--- config.mk ---
export PLATFORM = sky130hd
export DESIGN_NAME = br_history_checkpoint_flat
export DESIGN_NICKNAME = d
export VERILOG_FILES = /design/src/rtl/br_history_checkpoint_if.sv /design/src/rtl/br_history_checkpoint.sv /design/src/flat_wrapper.sv
export SDC_FILE = /design/constraint.sdc
export NUM_CORES = 1
export LEC_CHECK = 0
export CELL_PAD_IN_SITES_DETAIL_PLACEMENT = 1
export CELL_PAD_IN_SITES_GLOBAL_PLACEMENT = 2
export CORE_MARGIN = 10
export CORE_UTILIZATION = 42
export DETAILED_ROUTE_END_ITERATION = 10
export GPL_TIMING_DRIVEN = 0
export PLACE_DENSITY = 0.81
export SETUP_SLACK_MARGIN = 0.02
export SYNTH_ARGS = -nofsm -noshare
export SYNTH_HDL_FRONTEND = slang
export SYNTH_SLANG_ARGS = --single-unit
--- constraint.sdc ---
create_clock -name clk -period 7.78 [get_ports clk]
set_input_delay 1.556 -clock clk [delete_from_list [all_inputs] [get_ports clk]]
set_output_delay 1.556 -clock clk [all_outputs]
set_load 0.005 [all_outputs]
--- src/rtl/br_history_checkpoint_if.sv ---
// Interface for br_history_checkpoint. It carries the allocation, resolve,
// commit/flush and recovery signals between the pipeline and the block.
// master = pipeline side (fetch/issue/retire), slave = the checkpoint block.
interface br_history_checkpoint_if #(
   parameter int ENTRY_NUM = 16,
   parameter int HIST_W    = 10,
   parameter int ALLOC_W   = 2,
   parameter int RESOLVE_W = 2
);
   localparam int IDW = $clog2(ENTRY_NUM);
   localparam int CW  = $clog2(ALLOC_W + 1);

   logic [ALLOC_W-1:0]        alloc_valid;
   logic [ALLOC_W*HIST_W-1:0] alloc_hist;
   logic                      alloc_ready;
   logic [ALLOC_W*IDW-1:0]    alloc_id;
   logic [RESOLVE_W-1:0]      res_valid;
   logic [RESOLVE_W*IDW-1:0]  res_id;
   logic [RESOLVE_W-1:0]      res_mispred;
   logic [RESOLVE_W-1:0]      res_taken;
   logic [CW-1:0]             commit_cnt;
   logic                      flush;
   logic                      recover_valid;
   logic [HIST_W-1:0]         recover_hist;
   logic [IDW:0]              count;

   modport master (
      output alloc_valid, alloc_hist, res_valid, res_id, res_mispred,
             res_taken, commit_cnt, flush,
      input  alloc_ready, alloc_id, recover_valid, recover_hist, count
   );

   modport slave (
      input  alloc_valid, alloc_hist, res_valid, res_id, res_mispred,
             res_taken, commit_cnt, flush,
      output alloc_ready, alloc_id, recover_valid, recover_hist, count
   );
endinterface

--- src/rtl/br_history_checkpoint.sv ---
// br_history_checkpoint: circular buffer of pre-prediction global history
// words, one per in-flight conditional branch. Branches carry only the slot
// ID; on a mispredict the oldest offending branch's history (shifted by its
// real direction) is produced as a one-cycle recovery request and younger
// slots are rolled back.
// Optional statistics counters are enabled with BR_HISTORY_CHECKPOINT_STATS_EN.
module br_history_checkpoint #(
   parameter int ENTRY_NUM = 16,
   parameter int HIST_W    = 10,
   parameter int ALLOC_W   = 2,
   parameter int RESOLVE_W = 2,
   localparam int IDW      = $clog2(ENTRY_NUM),
   localparam int CW       = $clog2(ALLOC_W + 1),
   localparam int PW       = IDW + 1
) (
   input  logic clk,
   input  logic rst_n,
   br_history_checkpoint_if.slave bus
`ifdef BR_HISTORY_CHECKPOINT_STATS_EN
   ,
   output logic [31:0] stat_recover,
   output logic [31:0] stat_full_stall
`endif
);

   // Pointers carry one wrap bit above the slot index.
   logic [PW-1:0]     r_head;
   logic [PW-1:0]     r_tail;
   logic              r_alloc_ready;
   logic              r_recover_valid;
   logic [HIST_W-1:0] r_recover_hist;
   logic [HIST_W-1:0] r_hist_mem [ENTRY_NUM];

   logic [PW-1:0]     w_count;
   logic [PW-1:0]     w_head_next;
   logic [PW-1:0]     w_tail_next;
   logic [PW-1:0]     w_count_next;
   logic              w_ready_next;

   logic [CW-1:0]     w_alloc_rank [ALLOC_W];
   logic [CW-1:0]     w_alloc_pop;
   logic [IDW-1:0]    w_alloc_slot [ALLOC_W];
   logic              w_alloc_accept;

   logic [IDW-1:0]    w_res_id   [RESOLVE_W];
   logic [IDW-1:0]    w_res_age  [RESOLVE_W];
   logic [RESOLVE_W-1:0] w_res_cand;

   logic              w_sel_found;
   logic [IDW-1:0]    w_sel_age;
   logic [IDW-1:0]    w_sel_id;
   logic              w_sel_taken;
   logic              w_rec_take;

   assign w_count = r_tail - r_head;

   // Rank each valid allocation lane among the valid lanes before it.
   always_comb begin
      logic [CW-1:0] acc;
      acc = '0;
      for (int l = 0; l < ALLOC_W; l++) begin
         w_alloc_rank[l] = acc;
         acc = acc + CW'(bus.alloc_valid[l]);
      end
      w_alloc_pop = acc;
   end

   genvar gi;
   generate
      for (gi = 0; gi < ALLOC_W; gi++) begin : g_alloc
         assign w_alloc_slot[gi] = r_tail[IDW-1:0] + IDW'(w_alloc_rank[gi]);
         assign bus.alloc_id[gi*IDW +: IDW] = w_alloc_slot[gi];
      end

      for (gi = 0; gi < RESOLVE_W; gi++) begin : g_res
         assign w_res_id[gi]   = bus.res_id[gi*IDW +: IDW];
         // Age relative to the oldest live entry; modulo arithmetic by width.
         assign w_res_age[gi]  = w_res_id[gi] - r_head[IDW-1:0];
         // Stale IDs (beyond the live window) are ignored.
         assign w_res_cand[gi] = bus.res_valid[gi] & bus.res_mispred[gi] &
                                 (PW'(w_res_age[gi]) < w_count);
      end
   endgenerate

   // Pick the oldest mispredicting live branch across resolve lanes.
   always_comb begin
      w_sel_found = 1'b0;
      w_sel_age   = '0;
      w_sel_id    = '0;
      w_sel_taken = 1'b0;
      for (int l = 0; l < RESOLVE_W; l++) begin
         if (w_res_cand[l] && (!w_sel_found || (w_res_age[l] < w_sel_age))) begin
            w_sel_found = 1'b1;
            w_sel_age   = w_res_age[l];
            w_sel_id    = w_res_id[l];
            w_sel_taken = bus.res_taken[l];
         end
      end
   end

   // Flush overrides recovery; recovery drops this cycle's allocations.
   assign w_rec_take     = w_sel_found & ~bus.flush;
   assign w_alloc_accept = r_alloc_ready & ~w_sel_found & ~bus.flush;
   assign w_head_next    = r_head + PW'(bus.commit_cnt);

   // Next tail: flush empties, rollback keeps the offender, else allocate.
   always_comb begin
      w_tail_next = r_tail;
      if (bus.flush) begin
         w_tail_next = w_head_next;
      end else if (w_rec_take) begin
         // Rollback uses the pre-commit head; commit moves head separately.
         w_tail_next = r_head + PW'(w_sel_age) + PW'(1);
      end else if (w_alloc_accept) begin
         w_tail_next = r_tail + PW'(w_alloc_pop);
      end
   end

   assign w_count_next = w_tail_next - w_head_next;
   assign w_ready_next = (w_count_next <= PW'(ENTRY_NUM - ALLOC_W));

   // Pointer, ready and recovery-output registers.
   always_ff @(posedge clk or negedge rst_n) begin
      if (!rst_n) begin
         r_head          <= '0;
         r_tail          <= '0;
         r_alloc_ready   <= 1'b1;
         r_recover_valid <= 1'b0;
         r_recover_hist  <= '0;
      end else begin
         r_head          <= w_head_next;
         r_tail          <= w_tail_next;
         r_alloc_ready   <= w_ready_next;
         r_recover_valid <= w_rec_take;
         if (w_rec_take) begin
            r_recover_hist <= {r_hist_mem[w_sel_id][HIST_W-2:0], w_sel_taken};
         end
      end
   end

   // History storage: one write per accepted allocation lane; no reset needed.
   always_ff @(posedge clk) begin
      for (int l = 0; l < ALLOC_W; l++) begin
         if (w_alloc_accept && bus.alloc_valid[l]) begin
            r_hist_mem[w_alloc_slot[l]] <= bus.alloc_hist[l*HIST_W +: HIST_W];
         end
      end
   end

   assign bus.alloc_ready   = r_alloc_ready;
   assign bus.recover_valid = r_recover_valid;
   assign bus.recover_hist  = r_recover_hist;
   assign bus.count         = w_count;

   // Retiring more entries than are live is an upstream bug.
   a_commit_le_count: assert property (
      @(posedge clk) disable iff (!rst_n) (PW'(bus.commit_cnt) <= w_count)
   );

`ifdef BR_HISTORY_CHECKPOINT_STATS_EN
   logic [31:0] r_stat_recover;
   logic [31:0] r_stat_full_stall;

   // Saturating counters: recovery pulses and stalled allocation cycles.
   always_ff @(posedge clk or negedge rst_n) begin
      if (!rst_n) begin
         r_stat_recover    <= '0;
         r_stat_full_stall <= '0;
      end else begin
         if (r_recover_valid && (r_stat_recover != '1)) begin
            r_stat_recover <= r_stat_recover + 32'd1;
         end
         if ((|bus.alloc_valid) && !r_alloc_ready && (r_stat_full_stall != '1)) begin
            r_stat_full_stall <= r_stat_full_stall + 32'd1;
         end
      end
   end

   assign stat_recover    = r_stat_recover;
   assign stat_full_stall = r_stat_full_stall;
`endif

endmodule

--- src/flat_wrapper.sv ---
// flat-port wrapper written by rule: the top's interface ports become plain ports
module br_history_checkpoint_flat 
#(
   parameter int ENTRY_NUM = 16,
   parameter int HIST_W    = 10,
   parameter int ALLOC_W   = 2,
   parameter int RESOLVE_W = 2,
   localparam int IDW      = $clog2(ENTRY_NUM),
   localparam int CW       = $clog2(ALLOC_W + 1),
   localparam int PW       = IDW + 1
)
  (clk, rst_n, bus_alloc_valid, bus_alloc_hist, bus_res_valid, bus_res_id, bus_res_mispred, bus_res_taken, bus_commit_cnt, bus_flush, bus_alloc_ready, bus_alloc_id, bus_recover_valid, bus_recover_hist, bus_count);
  br_history_checkpoint_if #(.ENTRY_NUM(ENTRY_NUM), .HIST_W(HIST_W), .ALLOC_W(ALLOC_W), .RESOLVE_W(RESOLVE_W)) bus_i ();
  input  logic clk;
  input  logic rst_n;
  input wire logic [$bits(bus_i.alloc_valid)-1:0] bus_alloc_valid;
  input wire logic [$bits(bus_i.alloc_hist)-1:0] bus_alloc_hist;
  input wire logic [$bits(bus_i.res_valid)-1:0] bus_res_valid;
  input wire logic [$bits(bus_i.res_id)-1:0] bus_res_id;
  input wire logic [$bits(bus_i.res_mispred)-1:0] bus_res_mispred;
  input wire logic [$bits(bus_i.res_taken)-1:0] bus_res_taken;
  input wire logic [$bits(bus_i.commit_cnt)-1:0] bus_commit_cnt;
  input wire logic [$bits(bus_i.flush)-1:0] bus_flush;
  output wire logic [$bits(bus_i.alloc_ready)-1:0] bus_alloc_ready;
  output wire logic [$bits(bus_i.alloc_id)-1:0] bus_alloc_id;
  output wire logic [$bits(bus_i.recover_valid)-1:0] bus_recover_valid;
  output wire logic [$bits(bus_i.recover_hist)-1:0] bus_recover_hist;
  output wire logic [$bits(bus_i.count)-1:0] bus_count;
  assign bus_i.alloc_valid = bus_alloc_valid;
  assign bus_i.alloc_hist = bus_alloc_hist;
  assign bus_i.res_valid = bus_res_valid;
  assign bus_i.res_id = bus_res_id;
  assign bus_i.res_mispred = bus_res_mispred;
  assign bus_i.res_taken = bus_res_taken;
  assign bus_i.commit_cnt = bus_commit_cnt;
  assign bus_i.flush = bus_flush;
  assign bus_alloc_ready = bus_i.alloc_ready;
  assign bus_alloc_id = bus_i.alloc_id;
  assign bus_recover_valid = bus_i.recover_valid;
  assign bus_recover_hist = bus_i.recover_hist;
  assign bus_count = bus_i.count;
  br_history_checkpoint #(.ENTRY_NUM(ENTRY_NUM), .HIST_W(HIST_W), .ALLOC_W(ALLOC_W), .RESOLVE_W(RESOLVE_W)) u_core (.clk(clk), .rst_n(rst_n), .bus(bus_i));
endmodule
==> impl_metrics.ini, run 1 <==
[logic_synthesis]
syn_area_um2 = 9820
ys_seq_area_share_pct = 49.6
synth_warnings = 0
async_flop_share_pct = 13.3
ys.flop_type = edfxtp_1
synth.net_count = 832
synth_cell_type_count = 61
synth_area_per_cell_um2 = 13.0
synth-edff-count = 144
synth_seq_cells = 166
syn_inst = 756

[finish]
multi_input_area_um2 = 4630
drive_gt1_share_pct = 27.7
fin_nets = 923
regArea_um2 = 4880
fill_cells = 2393
diodes = 0
fin_util_pct = 50.4
syn2layout_area_growth_pct = 17.2

[run]
drv_cap = 0

[timing]
skew_ns = 0.00810
setup_violations = 0
fin_crit_ns = 7.01
clock.fmax_ghz = 0.143
relSlewSlack_pct = 4.60
worst_slew_pin_slew_ns = 1.43
post-route-period-util_pct = 90.1
slew_violations = 0
rsz0062_at_grt = false
hold_viol = 0

[placement]
io_buffer_count = 63
place_congestion = 0.834
dp_hpwl_mm = 21.8

[run_status]
status = complete, no violations

[drt]
dr_total_vias = 6770
drc = 0
dr.pass1.iters = 5
dr.first_iter.drc_count = 474
ant_nets = 0
vias_per_cell = 5.77
wl_per_cell_um = 25.4
wirelength_mm = 29.8

[floorplanning]
chipWidth_um = 173
die_area_um2 = 29900
core_um2 = 22800
die_h_um = 173
start_util_pct = 43.0
rows = 55
num_io_pins = 66

[clock_network]
ctsHoldBuffers = 0
clkTransAtPathRegs_ns = 0.07
cts_buffers = 17
cts_sinks = 166
cts.path.max_buffers = 2
clock_latency_ns = 0.44
cts_tree = built
h-tree-depth = 4
clock-root-buffer = clkbuf_16

[worst_setup_path]
crit_start = bus_res_id[0]
critPathRequiredTime_ns = 8.14
worst_path_max_delay_cell = fa_1
timing.rr.end = u_core.bus.alloc_ready
path_delay_family = adder cells
criticalPathCategory = in -> reg
critical_path_buf_inv_count = 7
start_kind = primary input
crit_path_end = u_core.bus.alloc_ready
r2r_cells = 29
r2r_start = u_core.r_tail[0]
cpPeakStageDelay_ns = 0.52
endpoint_kind = register
path_depth = 29
rrSetupSlack_ns = 1.44
cp.arrival_ns = 7.37
crit_path_max_fanout = 10

[pwr]
ir_worst_vdd_mv = 0.205
total_power_w = 0.00449
power.leakage_nw = 4.48
p_per_area_nw_per_um2 = 390

[global_route]
grt_max_degree = 23
grt_usage_pct = 20.0
gr-total-overflow = 0
grt_pass1_vias = 7381
grt_pass1_wl_mm = 46.2
antenna_found_initial = 0

[worst_hold_path]
hp-class = reg -> reg
==> cell families after synthesis <==
| kind of cell | share of synthesized area (%) |
|---|---|
| mux | 24.8 |
| flops | 49.6 |
| simple gates | 7.19 |
| compound gates | 7.96 |
| buf+inv | 3.39 |
| fa+ha+maj | 5.21 |
| xor+xnor | 1.78 |
==> stage by stage <==
step                hold WS [ns]  std cells  instance area, um2  setup WS [ns]  TNS [ns]
floorplan                  0.473        756                9820          0.696         0
global placement           0.469       1132               10800         -0.611    -0.611
detailed placement         0.482       1137               10900         -0.769    -0.769
CTS                        0.498       1171               11500         0.0271         0
global route               0.559       1173               11500          0.334         0
finish                     0.490       1173               11500          0.769         0
==> synth_stat cells (10+ instances only) <==
cell type	instances	area (um2)
a21oi_1	13	65.1
a22oi_1	27	203
clkbuf_1	28	105
dfrtp_1	21	526
edfxtp_1	144	4320
ha_1	28	350
inv_1	33	124
mux2_2	135	1520
mux2i_1	77	771
nand2_1	55	206
nand3_1	11	55.1
nor2_1	13	48.8
nor2_2	12	75.1
o211ai_1	10	75.1
o21ai_0	15	75.1
o22ai_1	12	75.1
xnor2_1	10	87.6
xor2_1	10	87.6
==> per-layer routing <==
metal	routed length [um]	track usage [%]
met2	14700	33.5
met1	13200	26.0
met5	0	0
met4	537	5.79
met3	1390	3.42
==> area by class of cell <==
cell class,count,share of cell area [%]
Sequential cell,166,42.4
Multi-Input combinational cell,513,40.2
Timing Repair Buffer,72,6.13
Clock buffer,18,3.73
Tap cell,313,3.40
Buffer,42,1.82
Clock inverter,14,1.20
Inverter,35,1.14
==> what timing repair did <==
item | 4_1_cts | 5_1_grt
resized for setup | 4 | 8
buffers inserted | 2 | 2
gates cloned | 0 | 0
setup endpoints to repair | 1 | 1
pin swaps | 1 | 2
==> worst min path at each step <==
stage | cells after the start | startpoint | endpoint
detailed placement | 2 | u_core.bus.recover_hist[0] | u_core.bus.recover_hist[0]
CTS | 2 | u_core.bus.recover_hist[0] | u_core.bus.recover_hist[0]
floorplan | 2 | u_core.bus.recover_hist[0] | u_core.bus.recover_hist[0]
global route | 2 | u_core.bus.recover_hist[4] | u_core.bus.recover_hist[4]
global placement | 2 | u_core.bus.recover_hist[0] | u_core.bus.recover_hist[0]
finish | 2 | u_core.bus.recover_hist[0] | u_core.bus.recover_hist[0]
==> cell usage in the layout, fill, tap and decap left out, types with 11 or more instances in the layout <==
master	netlist	routed
a21oi_1	13	13
a22oi_1	27	27
buf_4	8	14
clkbuf_1	28	28
clkbuf_16	0	17
clkdlybuf4s50_1	0	62
dfrtp_1	21	21
edfxtp_1	144	144
ha_1	28	28
inv_1	33	33
mux2_2	135	135
mux2i_1	77	77
nand2_1	55	55
nand3_1	11	11
nor2_1	13	12
nor2_2	12	12
o22ai_1	12	12
==> flip-flops by register name, summed over array words and instances (netlist names) <==
name	cells
u_core.bus.recover_valid	1
u_core.r_tail	5
u_core.r_hist_mem	144
u_core.r_head	5
u_core.bus.alloc_ready	1
u_core.bus.recover_hist	10
==> power breakdown <==
group / total [W] / leakage [nW] / internal, W / switching [W]
registers: 0.00116 / 1.56 / 0.00107 / 0.0000816
logic: 0.00250 / 2.64 / 0.00106 / 0.00144
clock network: 0.000837 / 0.284 / 0.000450 / 0.000388
total: 0.00449 / 4.48 / 0.00259 / 0.00190
==> worst reg2reg max path: cells and delay by family (launching register included) <==
kind	cells	cell delay [ns]
compound gates	9	1.54
xor+xnor	1	0.21
mux	1	0.09
flops	1	0.45
fa+ha+maj	8	2.62
simple gates	3	0.46
buf+inv	7	0.88
(Power assumes the default switching activity.)
==> run 2, diff against run 1 <==
--- a/config.mk
+++ b/config.mk
@@ -5,14 +5,16 @@
 export SDC_FILE = /design/constraint.sdc
 export NUM_CORES = 1
 export LEC_CHECK = 0
+export ABC_AREA = 1
 export CELL_PAD_IN_SITES_DETAIL_PLACEMENT = 1
 export CELL_PAD_IN_SITES_GLOBAL_PLACEMENT = 2
 export CORE_MARGIN = 10
-export CORE_UTILIZATION = 42
+export CORE_UTILIZATION = 36
 export DETAILED_ROUTE_END_ITERATION = 10
 export GPL_TIMING_DRIVEN = 0
 export PLACE_DENSITY = 0.81
 export SETUP_SLACK_MARGIN = 0.02
+export SKIP_LAST_GASP = 1
 export SYNTH_ARGS = -nofsm -noshare
 export SYNTH_HDL_FRONTEND = slang
 export SYNTH_SLANG_ARGS = --single-unit
==> constraint.sdc (replaced) <==
create_clock -name clk -period 6.8 [get_ports clk]
set_input_delay 1.36 -clock clk [delete_from_list [all_inputs] [get_ports clk]]
set_output_delay 1.36 -clock clk [all_outputs]
set_load 0.005 [all_outputs]
==> run 2 against run 1 <==
Effect of this change:
- count of clock-buffer cells in the layout is the same
- combinational power rose by 39%
- clock skew is 0.0071 ns higher
- area after synthesis is 5.0% higher
- wire length increased by 34%
- critical path type unchanged
- core utilization shrank 7.5 points
- die area is 20% higher
- worst setup slack worse by 0.42 ns
- global-route usage is 2.4 points higher
- clock power rose by 18%
- register-to-register slack worse by 0.44 ns
==> impl_metrics.ini, run 2 <==
[clock_network]
cts_buffers = 17
cts_sinks = 166
h-tree-depth = 4
clkTransAtPathRegs_ns = 0.08
cts.path.max_buffers = 2
cts_tree = built
clock-root-buffer = clkbuf_16
ctsHoldBuffers = 0
clock_latency_ns = 0.45

[worst_setup_path]
cpMostUsedCell = nand2_1
endpoint_kind = register
criticalPathCategory = in -> reg
r2r_start = u_core.r_tail[0]
start_kind = primary input
rrSetupSlack_ns = 1.00
timing.rr.end = u_core.bus.alloc_ready
cp.arrival_ns = 6.84
crit_start = bus_res_id[0]
r2r_cells = 38
crit_path_max_fanout = 9
critPathRequiredTime_ns = 7.18
cpPeakStageDelay_ns = 0.51
worst_path_max_delay_cell = fa_1

[finish]
final_common_cell = nand2_1
diodes = 0
fin_util_pct = 42.8
layout.cells.non_filler = 1766
largest_register_ffs = 144
syn2layout_area_growth_pct = 16.4
drive_gt1_share_pct = 9.01
final_cell_mix = 347 x nand2_1, 197 x inv_1, 191 x nand3_1, 144 x edfxtp_1, 140 x o21ai_0
fill_cells = 3437
fin_nets = 1451

[floorplanning]
rows = 61
num_io_pins = 66
die_h_um = 189
die_area_um2 = 35800
start_util_pct = 36.8
chipWidth_um = 189
core_um2 = 28000

[pwr]
total_power_w = 0.00578
power.leakage_nw = 5.49
p_per_area_nw_per_um2 = 482
ir_worst_vdd_mv = 0.363

[logic_synthesis]
yosysTopAreaCell = edfxtp_1
synth_seq_cells = 166
syn_area_um2 = 10300
synth_common_cells = 348 x nand2_1, 200 x inv_1, 191 x nand3_1
synthTopCellsByArea = edfxtp_1 42%, nand2_1 13%, nand3_1 9.3%
synth-edff-count = 144
synth_area_per_cell_um2 = 7.96
syn_inst = 1295
ys.flop_type = edfxtp_1
synth_warnings = 0
synth_cell_type_count = 38
synth_top_area_share_pct = 42.0
async_flop_share_pct = 13.3
ys_seq_area_share_pct = 47.3
synth.most_common_cell = nand2_1
synth.net_count = 1371

[placement]
dp_hpwl_mm = 29.6
place_ws_ns = -0.628
place_congestion = 0.885
placed_cells = 1728
io_buffer_count = 54

[worst_hold_path]
min_delay_worst_endpoint = u_core.bus.recover_hist[1]
hp-class = reg -> reg
hold_path_startpoint = u_core.bus.recover_hist[1]
holdPathStages = 2

[timing]
hold_viol = 0
relSlewSlack_pct = 10.6
worst_slew_pin_slew_ns = 1.33
skew_ns = 0.0152
post-route-period-util_pct = 94.9
setup_ws_ns = 0.344
slew_violations = 0
setup_violations = 0
fin_setup_tns_ns = 0
fin_crit_ns = 6.46
clock.fmax_ghz = 0.155

[run_status]
status = complete, no violations

[global_route]
grt_max_degree = 23
gr-total-overflow = 0
grt_usage_pct = 22.4
grt_pass1_vias = 9486
antenna_found_initial = 0
grt_pass1_wl_mm = 60.2

[drt]
ant_nets = 0
dr.pass1.iters = 5
dr.first_iter.drc_count = 794
wl_per_cell_um = 22.7
dr_total_vias = 9386
vias_per_cell = 5.31
drc = 0
wirelength_mm = 40.0

[run]
drv_cap = 0
run 2: cell families (layout without fill, tap and decap cells):
family | count (synthesis) | count (layout) | share of synthesized area [%]
buffers and inverters | 282 | 375 | 10.9
and+or+nand+nor | 595 | 595 | 25.5
AOI/OAI and AO/OA | 202 | 202 | 10.3
adders and majority gates | 35 | 35 | 4.76
DFF | 166 | 166 | 47.3
xor gates and xnor gates | 15 | 15 | 1.35
run 2: power breakdown:
part | internal (W) | switching, W
registers | 0.00123 | 0.0000964
logic | 0.00118 | 0.00229
clock network | 0.000487 | 0.000498
run 2: layer usage:
metal  GRT usage (%)  vias to the layer above  wire (um)
met5               0                        -          0
met4            7.08                        0       1060
met3            3.34                       56       2040
met2            37.0                      264      19200
met1            29.5                     4663      17700
li1                -                     4403          -
run 2: worst max-delay path by stage:
stage,end
after floorplan,u_core.bus.alloc_ready
after global placement,u_core.bus.alloc_ready
after detailed placement,u_core.bus.alloc_ready
after CTS,u_core.bus.alloc_ready
after global routing,u_core.bus.alloc_ready
final,u_core.bus.alloc_ready
run 2: critical path: cells and delay by family:
family                     cells  cell delay [ns]
AOI/OAI and AO/OA              6             0.91
adders and majority gates      7             2.18
and+or+nand+nor               18             1.39
buffers and inverters          5             0.69
xor gates and xnor gates       2             0.31
run 2: what timing repair did:
item                                   CTS  global route
endpoints found under the hold margin    0             0
pin swaps                                0             8
setup endpoints to repair                1             1
setup buffers                            0             6
resized for setup                        4            18
run 2: per-stage QoR:
stage	cell area [um2]	hold slack [ns]
final	12000	0.493
after global routing	12000	0.510
after global placement	11300	0.464
after CTS	11900	0.492
after detailed placement	11300	0.474
after floorplan	10300	0.472
run 2: layout make-up:
type / count / area [um2] / share of cell area (%)
Clock buffer: 18 / 429 / 3.58
Sequential cell: 166 / 4880 / 40.6
Inverter: 208 / 786 / 6.55
Multi-Input combinational cell: 847 / 4370 / 36.4
Timing Repair Buffer: 62 / 598 / 4.98
Buffer: 73 / 333 / 2.77
Tap cell: 378 / 473 / 3.94
Clock inverter: 14 / 139 / 1.16
==> run 3, diff against run 2 <==
--- a/config.mk
+++ b/config.mk
@@ -9,10 +9,10 @@
 export CELL_PAD_IN_SITES_DETAIL_PLACEMENT = 1
 export CELL_PAD_IN_SITES_GLOBAL_PLACEMENT = 2
 export CORE_MARGIN = 10
-export CORE_UTILIZATION = 36
+export CORE_UTILIZATION = 39
 export DETAILED_ROUTE_END_ITERATION = 10
 export GPL_TIMING_DRIVEN = 0
-export PLACE_DENSITY = 0.81
+export PLACE_DENSITY_LB_ADDON = 0.15
 export SETUP_SLACK_MARGIN = 0.02
 export SKIP_LAST_GASP = 1
 export SYNTH_ARGS = -nofsm -noshare
==> constraint.sdc (replaced) <==
create_clock -name clk -period 7.5 [get_ports clk]
set_input_delay 1.5 -clock clk [delete_from_list [all_inputs] [get_ports clk]]
set_output_delay 1.5 -clock clk [all_outputs]
set_load 0.005 [all_outputs]
==> run 3 against run 2 <==
Effect of this change:
- cell count shrank 2.8%
- combinational power shrank 12%
- first-iteration DRC count grew 2.3%
- via count shrank 0.22%
- largest cell class unchanged
- global-route usage grew 1.1 points
- register-to-register slack gained 0.44 ns
- hold slack lost 0.0048 ns
- die area shrank 6.9%
- total power shrank 11%
- wire length shrank 2.3%
- sequential cell count is the same
- critical path depth grew 1
==> impl_metrics.ini, run 3 (synthesis results as in run 2) <==
[drt]
dr.first_iter.drc_count = 812
dr.pass1.iters = 5
ant_nets = 0
wirelength_mm = 39.1
wl_per_cell_um = 22.8
dr_total_vias = 9365
vias_per_cell = 5.45
drc = 0

[finish]
fin_nets = 1445
final_common_cell = nand2_1
diodes = 0
fill_cells = 3171
fin_util_pct = 45.6
drive_gt1_share_pct = 7.74
multi_input_area_um2 = 4310
largest_register_ffs = 144
final_cell_mix = 348 x nand2_1, 200 x inv_1, 191 x nand3_1, 144 x edfxtp_1, 142 x o21ai_0
regArea_um2 = 4880
syn2layout_area_growth_pct = 15.4

[worst_setup_path]
endpoint_kind = register
critPathRequiredTime_ns = 7.88
critical_path_buf_inv_count = 7
cpPeakStageDelay_ns = 0.49
worst_path_max_delay_cell = fa_1
start_kind = primary input
cp.arrival_ns = 7.30
cpMostUsedCell = nand2_1
criticalPathCategory = in -> reg
crit_path_max_fanout = 10
path_delay_family = adder cells

[timing]
hold_viol = 0
clock.fmax_ghz = 0.145
fin_crit_ns = 6.91
worst_slew_pin_slew_ns = 1.36
skew_ns = 0.0184
rsz0062_at_grt = false
slew_violations = 0
post-route-period-util_pct = 92.2
hold_slack_ns = 0.488
setup_violations = 0
relSlewSlack_pct = 8.52
fin_setup_tns_ns = 0

[floorplanning]
core_um2 = 26100
chipWidth_um = 183
die_h_um = 183
num_io_pins = 66
die_area_um2 = 33300
start_util_pct = 39.6
rows = 59

[pwr]
ir_worst_vdd_mv = 0.276
p_per_area_nw_per_um2 = 435
power.leakage_nw = 5.48
total_power_w = 0.00517

[global_route]
grt_pass1_wl_mm = 59.1
grt_max_degree = 23
grt_pass1_vias = 9610
gr-total-overflow = 0
grt_usage_pct = 23.5
antenna_found_initial = 0

[placement]
place_congestion = 0.966
io_buffer_count = 54
dp_hpwl_mm = 29.5

[clock_network]
h-tree-depth = 4
cts.path.max_buffers = 2
clkTransAtPathRegs_ns = 0.08
post_cts_buffers = 0
cts_sinks = 166
ctsResizeCount = 0
cts_tree = built
ctsHoldBuffers = 0
clock_latency_ns = 0.45
clock-root-buffer = clkbuf_16
cts_buffers = 17

[worst_hold_path]
hp-class = reg -> reg

[run_status]
status = complete, no violations

[run]
drv_cap = 0
[run 3: changes by cell type in the layout (fill, tap and decap cells not counted), sizes merged]
cell	change
clkbuf	-2
clkinvlp	-3
inv	-3
clkinv	+6
bufinv	+1
buf	-5
[run 3: final timing paths]
path                       cells past startpoint                          to  slack, ns                        from
setup / recovery                              39      u_core.bus.alloc_ready       0.59               bus_res_id[0]
hold / removal                                 2  u_core.bus.recover_hist[5]       0.49  u_core.bus.recover_hist[5]
setup reg to reg                              39      u_core.bus.alloc_ready       1.44            u_core.r_tail[0]
hold reg to reg                                2  u_core.bus.recover_hist[5]       0.49  u_core.bus.recover_hist[5]
max in group asynchronous                      1  u_core.bus.recover_hist[4]       5.15                       rst_n
min in group asynchronous                      1            u_core.r_head[3]       1.66                       rst_n
[run 3: through the flow]
step	setup slack [ns]	instances	cell area, um2
finish	0.586	1717	11900
global route	0.0805	1717	11900
CTS	0.566	1717	11900
detailed placement	0.126	1685	11300
global placement	0.205	1684	11300
floorplan	1.32	1295	10300
[run 3: worst min-delay path, cell delays in order, from the launching register on]
cell	delay [ns]
dfrtp_1	0.35
nand2_1	0.06
nand2_1	0.05
[run 3: power breakdown]
| group | switching [W] | leakage (nW) | internal [W] |
|---|---|---|---|
| clock network | 0.000450 | 0.295 | 0.000480 |
| logic | 0.00202 | 3.63 | 0.00101 |
| registers | 0.0000852 | 1.56 | 0.00112 |
| total | 0.00256 | 5.48 | 0.00261 |
[run 3: metal layers]
layer  up-vias  share of wire (%)  track usage (%)
met5         -                  0                0
met4         0                1.6             5.92
met3        34                6.1             3.13
met2       326                 48             39.2
met1      4621                 44             31.3
li1       4384                  -                -
[run 3: cell type report]
type / instances / area share (%)
buffer: 74 / 2.86
timing repair buffer: 55 / 4.61
multi-input combinational: 847 / 36.2
clock buffer: 17 / 3.58
clock inverter: 15 / 1.61
tap: 335 / 3.52
sequential: 166 / 41.0
inverter: 208 / 6.57
